$ cat src/rtl/fetch_redirect_ctrl_if.sv
// Bundle between the branch resolver, commit/trap logic, fetch stage and the redirect controller.
interface fetch_redirect_ctrl_if #(
    parameter int unsigned ADDR_W = 64,
    parameter int unsigned CNT_W  = 32
);
    logic              br_valid_i;
    logic              br_hit_i;
    logic              br_taken_i;
    logic [ADDR_W-1:0] br_pc_i;
    logic [ADDR_W-1:0] br_target_i;
    logic              xcpt_valid_i;
    logic [ADDR_W-1:0] xcpt_target_i;
    logic              if_req_inflight_i;
    logic              if_resp_valid_i;
    logic              pc_redirect_valid_o;
    logic [ADDR_W-1:0] pc_redirect_o;
    logic              flush_fetch_o;
    logic              drop_resp_o;
    logic              stall_decode_o;
    logic              bp_upd_valid_o;
    logic [ADDR_W-1:0] bp_upd_pc_o;
    logic [ADDR_W-1:0] bp_upd_target_o;
    logic              bp_upd_taken_o;
    logic [CNT_W-1:0]  mispredict_cnt_o;

    // Request side: drives resolutions, traps and fetch status
    modport master (
        output br_valid_i, br_hit_i, br_taken_i, br_pc_i, br_target_i,
               xcpt_valid_i, xcpt_target_i, if_req_inflight_i, if_resp_valid_i,
        input  pc_redirect_valid_o, pc_redirect_o, flush_fetch_o, drop_resp_o,
               stall_decode_o, bp_upd_valid_o, bp_upd_pc_o, bp_upd_target_o,
               bp_upd_taken_o, mispredict_cnt_o
    );

    // Controller side
    modport slave (
        input  br_valid_i, br_hit_i, br_taken_i, br_pc_i, br_target_i,
               xcpt_valid_i, xcpt_target_i, if_req_inflight_i, if_resp_valid_i,
        output pc_redirect_valid_o, pc_redirect_o, flush_fetch_o, drop_resp_o,
               stall_decode_o, bp_upd_valid_o, bp_upd_pc_o, bp_upd_target_o,
               bp_upd_taken_o, mispredict_cnt_o
    );
endinterface

$ cat src/rtl/fetch_redirect_ctrl.sv
// Front-end PC redirect sequencer: arbitrates branch-mispredict and trap
// redirects, drains the in-flight ibus fetch, pulses the PC load and trains
// the branch predictor.
module fetch_redirect_ctrl #(
    parameter int unsigned ADDR_W = 64,
    parameter int unsigned CNT_W  = 32
) (
    input  logic                 clk,
    input  logic                 rst_n,
    fetch_redirect_ctrl_if.slave bus
);
    typedef enum logic [1:0] {IDLE, DRAIN, REDIRECT} state_t;

    state_t            state_q, state_d;
    logic [ADDR_W-1:0] tgt_q, tgt_d;
    logic [CNT_W-1:0]  cnt_q, cnt_d;
    logic              bp_vld_q, bp_vld_d;
    logic [ADDR_W-1:0] bp_pc_q, bp_pc_d;
    logic [ADDR_W-1:0] bp_tgt_q, bp_tgt_d;
    logic              bp_tkn_q, bp_tkn_d;

    logic is_idle, mispredict, accept, resp_done;

    assign is_idle    = (state_q == IDLE);
    assign mispredict = bus.br_valid_i & ~bus.br_hit_i;
    // Gated by rst_n so the combinational outputs also read 0 while reset is held
    assign accept     = rst_n & is_idle & (bus.xcpt_valid_i | mispredict);
    assign resp_done  = ~bus.if_req_inflight_i | bus.if_resp_valid_i;

    // Next-state, redirect target, counter and predictor-update capture
    always_comb begin
        state_d  = state_q;
        tgt_d    = tgt_q;
        cnt_d    = cnt_q;
        bp_vld_d = 1'b0;
        bp_pc_d  = bp_pc_q;
        bp_tgt_d = bp_tgt_q;
        bp_tkn_d = bp_tkn_q;

        unique case (state_q)
            IDLE: begin
                if (accept) begin
                    tgt_d   = bus.xcpt_valid_i ? bus.xcpt_target_i : bus.br_target_i;
                    state_d = resp_done ? REDIRECT : DRAIN;
                    if (!bus.xcpt_valid_i)
                        cnt_d = cnt_q + 1'b1;
                end
                if (bus.br_valid_i) begin
                    bp_vld_d = 1'b1;
                    bp_pc_d  = bus.br_pc_i;
                    bp_tgt_d = bus.br_target_i;
                    bp_tkn_d = bus.br_taken_i;
                end
            end
            DRAIN: begin
                if (bus.xcpt_valid_i)
                    tgt_d = bus.xcpt_target_i;
                if (bus.if_resp_valid_i)
                    state_d = REDIRECT;
            end
            REDIRECT: state_d = IDLE;
            default:  state_d = IDLE;
        endcase
    end

    // State and output registers
    always_ff @(posedge clk or negedge rst_n) begin
        if (!rst_n) begin
            state_q  <= IDLE;
            tgt_q    <= '0;
            cnt_q    <= '0;
            bp_vld_q <= 1'b0;
            bp_pc_q  <= '0;
            bp_tgt_q <= '0;
            bp_tkn_q <= 1'b0;
        end else begin
            state_q  <= state_d;
            tgt_q    <= tgt_d;
            cnt_q    <= cnt_d;
            bp_vld_q <= bp_vld_d;
            bp_pc_q  <= bp_pc_d;
            bp_tgt_q <= bp_tgt_d;
            bp_tkn_q <= bp_tkn_d;
        end
    end

    assign bus.pc_redirect_valid_o = (state_q == REDIRECT);
    assign bus.pc_redirect_o       = tgt_q;
    assign bus.stall_decode_o      = ~is_idle;
    assign bus.flush_fetch_o       = accept | ~is_idle;
    assign bus.drop_resp_o         = bus.if_resp_valid_i & (accept | (state_q == DRAIN));
    assign bus.bp_upd_valid_o      = bp_vld_q;
    assign bus.bp_upd_pc_o         = bp_pc_q;
    assign bus.bp_upd_target_o     = bp_tgt_q;
    assign bus.bp_upd_taken_o      = bp_tkn_q;
    assign bus.mispredict_cnt_o    = cnt_q;
endmodule

$ cat src/flat_wrapper.sv
// flat-port wrapper written by rule: the top's interface ports become plain ports
module fetch_redirect_ctrl_flat 
#(
    parameter int unsigned ADDR_W = 64,
    parameter int unsigned CNT_W  = 32
)
  (clk, rst_n, bus_br_valid_i, bus_br_hit_i, bus_br_taken_i, bus_br_pc_i, bus_br_target_i, bus_xcpt_valid_i, bus_xcpt_target_i, bus_if_req_inflight_i, bus_if_resp_valid_i, bus_pc_redirect_valid_o, bus_pc_redirect_o, bus_flush_fetch_o, bus_drop_resp_o, bus_stall_decode_o, bus_bp_upd_valid_o, bus_bp_upd_pc_o, bus_bp_upd_target_o, bus_bp_upd_taken_o, bus_mispredict_cnt_o);
  fetch_redirect_ctrl_if #(.ADDR_W(ADDR_W), .CNT_W(CNT_W)) bus_i ();
  input  logic clk;
  input  logic rst_n;
  input wire logic [$bits(bus_i.br_valid_i)-1:0] bus_br_valid_i;
  input wire logic [$bits(bus_i.br_hit_i)-1:0] bus_br_hit_i;
  input wire logic [$bits(bus_i.br_taken_i)-1:0] bus_br_taken_i;
  input wire logic [$bits(bus_i.br_pc_i)-1:0] bus_br_pc_i;
  input wire logic [$bits(bus_i.br_target_i)-1:0] bus_br_target_i;
  input wire logic [$bits(bus_i.xcpt_valid_i)-1:0] bus_xcpt_valid_i;
  input wire logic [$bits(bus_i.xcpt_target_i)-1:0] bus_xcpt_target_i;
  input wire logic [$bits(bus_i.if_req_inflight_i)-1:0] bus_if_req_inflight_i;
  input wire logic [$bits(bus_i.if_resp_valid_i)-1:0] bus_if_resp_valid_i;
  output wire logic [$bits(bus_i.pc_redirect_valid_o)-1:0] bus_pc_redirect_valid_o;
  output wire logic [$bits(bus_i.pc_redirect_o)-1:0] bus_pc_redirect_o;
  output wire logic [$bits(bus_i.flush_fetch_o)-1:0] bus_flush_fetch_o;
  output wire logic [$bits(bus_i.drop_resp_o)-1:0] bus_drop_resp_o;
  output wire logic [$bits(bus_i.stall_decode_o)-1:0] bus_stall_decode_o;
  output wire logic [$bits(bus_i.bp_upd_valid_o)-1:0] bus_bp_upd_valid_o;
  output wire logic [$bits(bus_i.bp_upd_pc_o)-1:0] bus_bp_upd_pc_o;
  output wire logic [$bits(bus_i.bp_upd_target_o)-1:0] bus_bp_upd_target_o;
  output wire logic [$bits(bus_i.bp_upd_taken_o)-1:0] bus_bp_upd_taken_o;
  output wire logic [$bits(bus_i.mispredict_cnt_o)-1:0] bus_mispredict_cnt_o;
  assign bus_i.br_valid_i = bus_br_valid_i;
  assign bus_i.br_hit_i = bus_br_hit_i;
  assign bus_i.br_taken_i = bus_br_taken_i;
  assign bus_i.br_pc_i = bus_br_pc_i;
  assign bus_i.br_target_i = bus_br_target_i;
  assign bus_i.xcpt_valid_i = bus_xcpt_valid_i;
  assign bus_i.xcpt_target_i = bus_xcpt_target_i;
  assign bus_i.if_req_inflight_i = bus_if_req_inflight_i;
  assign bus_i.if_resp_valid_i = bus_if_resp_valid_i;
  assign bus_pc_redirect_valid_o = bus_i.pc_redirect_valid_o;
  assign bus_pc_redirect_o = bus_i.pc_redirect_o;
  assign bus_flush_fetch_o = bus_i.flush_fetch_o;
  assign bus_drop_resp_o = bus_i.drop_resp_o;
  assign bus_stall_decode_o = bus_i.stall_decode_o;
  assign bus_bp_upd_valid_o = bus_i.bp_upd_valid_o;
  assign bus_bp_upd_pc_o = bus_i.bp_upd_pc_o;
  assign bus_bp_upd_target_o = bus_i.bp_upd_target_o;
  assign bus_bp_upd_taken_o = bus_i.bp_upd_taken_o;
  assign bus_mispredict_cnt_o = bus_i.mispredict_cnt_o;
  fetch_redirect_ctrl #(.ADDR_W(ADDR_W), .CNT_W(CNT_W)) u_core (.clk(clk), .rst_n(rst_n), .bus(bus_i));
endmodule
$ cat config.mk
export PLATFORM = sky130hd
export DESIGN_NAME = fetch_redirect_ctrl_flat
export DESIGN_NICKNAME = d
export VERILOG_FILES = /design/src/rtl/fetch_redirect_ctrl_if.sv /design/src/rtl/fetch_redirect_ctrl.sv /design/src/flat_wrapper.sv
export SDC_FILE = /design/constraint.sdc
export NUM_CORES = 1
export LEC_CHECK = 0
export BUFFER_PORTS_ARGS = -buffer_cell sky130_fd_sc_hd__buf_4
export CAP_MARGIN = 20
export CORE_AREA = 2 2 169 171
export CTS_CLUSTER_DIAMETER = 30
export DETAILED_ROUTE_END_ITERATION = 8
export DIE_AREA = 0 0 171 173
export PLACE_DENSITY = 0.72
export SLEW_MARGIN = 40
export SYNTH_ARGS = -nofsm -noshare
export SYNTH_HDL_FRONTEND = slang
export SYNTH_SLANG_ARGS = --single-unit
$ cat constraint.sdc
create_clock -name clk -period 2.1 [get_ports clk]
set_input_delay 0.21 -clock clk [delete_from_list [all_inputs] [get_ports clk]]
set_output_delay 0.21 -clock clk [all_outputs]
set_load 0.01 [all_outputs]
==> run metrics <==
hold path endpoint u_core.bus.pc_redirect_o[42]$_DFFE_PN0P_; CTS root buf clkbuf_16; Worst Skew 0.0132 ns; CTS H-Tree Depth 2; Distinct cells, synth 37; fin crit period 1.87 ns; dpl cell area 13500 sq um; largest net degree at the start of global routing 131; final hold vios 0; GRT Util Overall 22.9%; die width 171 microns; Synth Area in Compound Gates 3.75%; grt total ovfl 0; synthesized area per cell 13.9 sq um; remaining routing DRC violations 0; Ports 430; post-synthesis adder-cell area fraction 0.128%; Synth Instances 705; setup tns final 0 ns; Worst Path Required 2.57 ns; Post-synth top cells 228 x dfrtp_1, 99 x mux2_4, 77 x nand2_1; FF-to-FF End u_core.bus.pc_redirect_o[5]$_DFFE_PN0P_; top cells by area, synth dfrtp_1 58%, mux2_4 15%, mux2i_1 6.6%, mux2_2 3.6%, nand2_1 3.0%; Yosys warning count 0; CP arrival 2.34 ns; hold slack 0.0132 ns; global-route wire length before repair 53100 microns; HP Start bus_xcpt_target_i[42]; CTS tree done; status finished, final reports clean; Rel. slew slack 52.2%; layout cells sized above 1 49.6%; Initial Util 35.4%; GR Util met3 6.52%; final net count 1569; worst-skew pair later-pin latency 0.53 ns; synthesis-to-finish area growth 79.2%; drt wl/cell 19.4 microns; Slowest Stage Delay on Critical Path 0.58 ns; ys flop type dfrtp_1; crit path cell chain dlygate4sd3_1, buf_8, buf_4, o211ai_1, a211oi_1, dlygate4sd3_1; leakage 8.66 nW; Worst setup EP type flop; period utilization 89.2%; crit-path most repeated cell dlygate4sd3_1; Place WS 0.310 ns; CP max stage cell dlygate4sd3_1; clk sink count 228; critical path class input port to flop; maximum VDD drop 925 uV; mux contribution to synthesized area 25.3%; WL final 34700 microns; max-cap viol count 0; Max Clk Rate 534 MHz; layer with the highest usage met2; EDFF count, synth 0; worst-margin pin slew 0.717 ns; Setup Viol. Count Final 0; most frequent cell after synthesis dfrtp_1; row count 61; R2R setup slack 0.26 ns; CP startpoint kind input port; power per cell area 1110 nW/um^2; Hold Path Stages 3; Clock Tree Buf Depth 3; postcts setup bufs 0; RSZ-0062 raised after global routing no; async set or reset register ratio after synthesis 100%; post-DP HPWL 21000 microns; fill count 1945; cts bufs inserted 56; main combinational cell family by area after synthesis multiplexers; final setup margin 0.227 ns; Post-Syn Area 9770 sq um; initial antenna violation count 0; n_diodes 0; Synth Area in Simple Gates 6.57%; Post-DRT Antenna Nets 0; core box area 27600 sq um; routed via count 8441; share of the synthesized area in the top cell type 58.4%; met2 Use GR 40.2%; Seq cells post-synth 228; worst-path maximum fanout 39; iteration count of the initial detailed-routing pass 5; Hold Crit Class input port to flop; clock-pin slew on the worst setup and hold paths 0.05 ns; Total Die Area 29600 sq um; IO Port Bufs 429; Initial DRC Count 407; vias per cell 4.71; xor/xnor share of the synthesized area 2.78%; final-report max-slew violation count 0; grt met1 use 24.6%; sequential area share after synthesis 58.4%; Syn Nets 906; Final Wtd Congestion 0.798; Die H 173 microns; FF-to-FF Start u_core.state_q[1]$_DFFE_PN0P_; R2R cell count 6; vias in the first global route 9574; post-synth top area cell dfrtp_1; Final Cell Area 17500 sq um
## stage by stage
step           util [%]  total power [mW]  cells
3_3_place_gp       48.9              9.41   1502
5_1_grt            63.4              20.2   1791
6_report           63.4              19.5   1791
3_5_place_dp       48.9              9.50   1502
2_1_floorplan         -              7.37    705
4_1_cts            63.3              19.5   1791
## sequential cells by signal (all words and copies together) (netlist names)
name                         flops
u_core.bus.bp_upd_valid_o        1
u_core.bus.bp_upd_pc_o          64
u_core.bus.mispredict_cnt_o     32
u_core.bus.bp_upd_target_o      64
u_core.bus.bp_upd_taken_o        1
u_core.state_q                   2
u_core.bus.pc_redirect_o        64
## layer usage
| metal | part of all wire (%) | wire (microns) |
|---|---|---|
| met1 | 37 | 12900 |
| met2 | 50 | 17400 |
| met3 | 7.1 | 2470 |
| met4 | 5.6 | 1940 |
| met5 | 0 | 0 |
## cells in the final DEF (no fill, tap or decap), types with 10 or more instances in the layout
cell type        n
bufinv_16       14
nand2_1         77
o21ai_1         12
xnor2_1         13
buf_4          449
nor3_1          10
mux2_4          99
clkbuf_16       57
mux2_2          31
mux2i_1         64
xor2_1          18
dfrtp_1        228
dlygate4sd3_1  186
o21ai_0         53
## layout make-up
type | instances | area [sq um] | area share, %
Sequential cell | 228 | 5710 | 32.6
Timing Repair Buffer | 643 | 5380 | 30.7
Multi-Input combinational cell | 431 | 3800 | 21.7
Clock buffer | 67 | 1540 | 8.82
Clock inverter | 36 | 574 | 3.28
Tap cell | 378 | 473 | 2.70
Inverter | 8 | 30.0 | 0.172
## how the worst max path moves through the flow
stage	depth (start not counted)	to	from	slack [ns]
after detailed placement	6	u_core.bus.pc_redirect_o[9]$_DFFE_PN0P_	u_core.state_q[1]$_DFFE_PN0P_	0.31
after global routing	6	u_core.state_q[0]$_DFFE_PN0P_	rst_n	0.08
final	6	u_core.state_q[0]$_DFFE_PN0P_	rst_n	0.23
after floorplan	6	u_core.bus.bp_upd_pc_o[0]$_DFFE_PN0P_	u_core.state_q[0]$_DFFE_PN0P_	0.48
after global placement	6	u_core.bus.pc_redirect_o[5]$_DFFE_PN0P_	u_core.state_q[1]$_DFFE_PN0P_	0.35
after CTS	6	u_core.state_q[0]$_DFFE_PN0P_	rst_n	0.18
## timing repair
action | 4_1_cts | 5_1_grt
hold buffers | 186 | 0
hold endpoints to repair | 352 | 0
resized for setup | 0 | 0
## cells by family after synthesis
| group | Yosys count |
|---|---|
| AO/OA/AOI/OAI | 71 |
| XOR/XNOR | 31 |
| adder cells (fa/ha/maj) | 1 |
| buffers and inverters | 46 |
| flip-flops | 228 |
| multiplexers | 194 |
| AND/OR/NAND/NOR | 134 |
## worst max-delay path, delay by kind of cell
| kind | cells | cell delay [ns] |
|---|---|---|
| AO/OA/AOI/OAI | 2 | 0.40 |
| buffers and inverters | 4 | 1.71 |
## power breakdown
| group | total [mW] | switching (mW) | internal, mW |
|---|---|---|---|
| Clock | 9.63 | 2.71 | 6.92 |
| Combinational | 4.10 | 1.75 | 2.36 |
| Sequential | 5.77 | 0.564 | 5.21 |
Note: power is estimated with default switching activity, not from simulation.
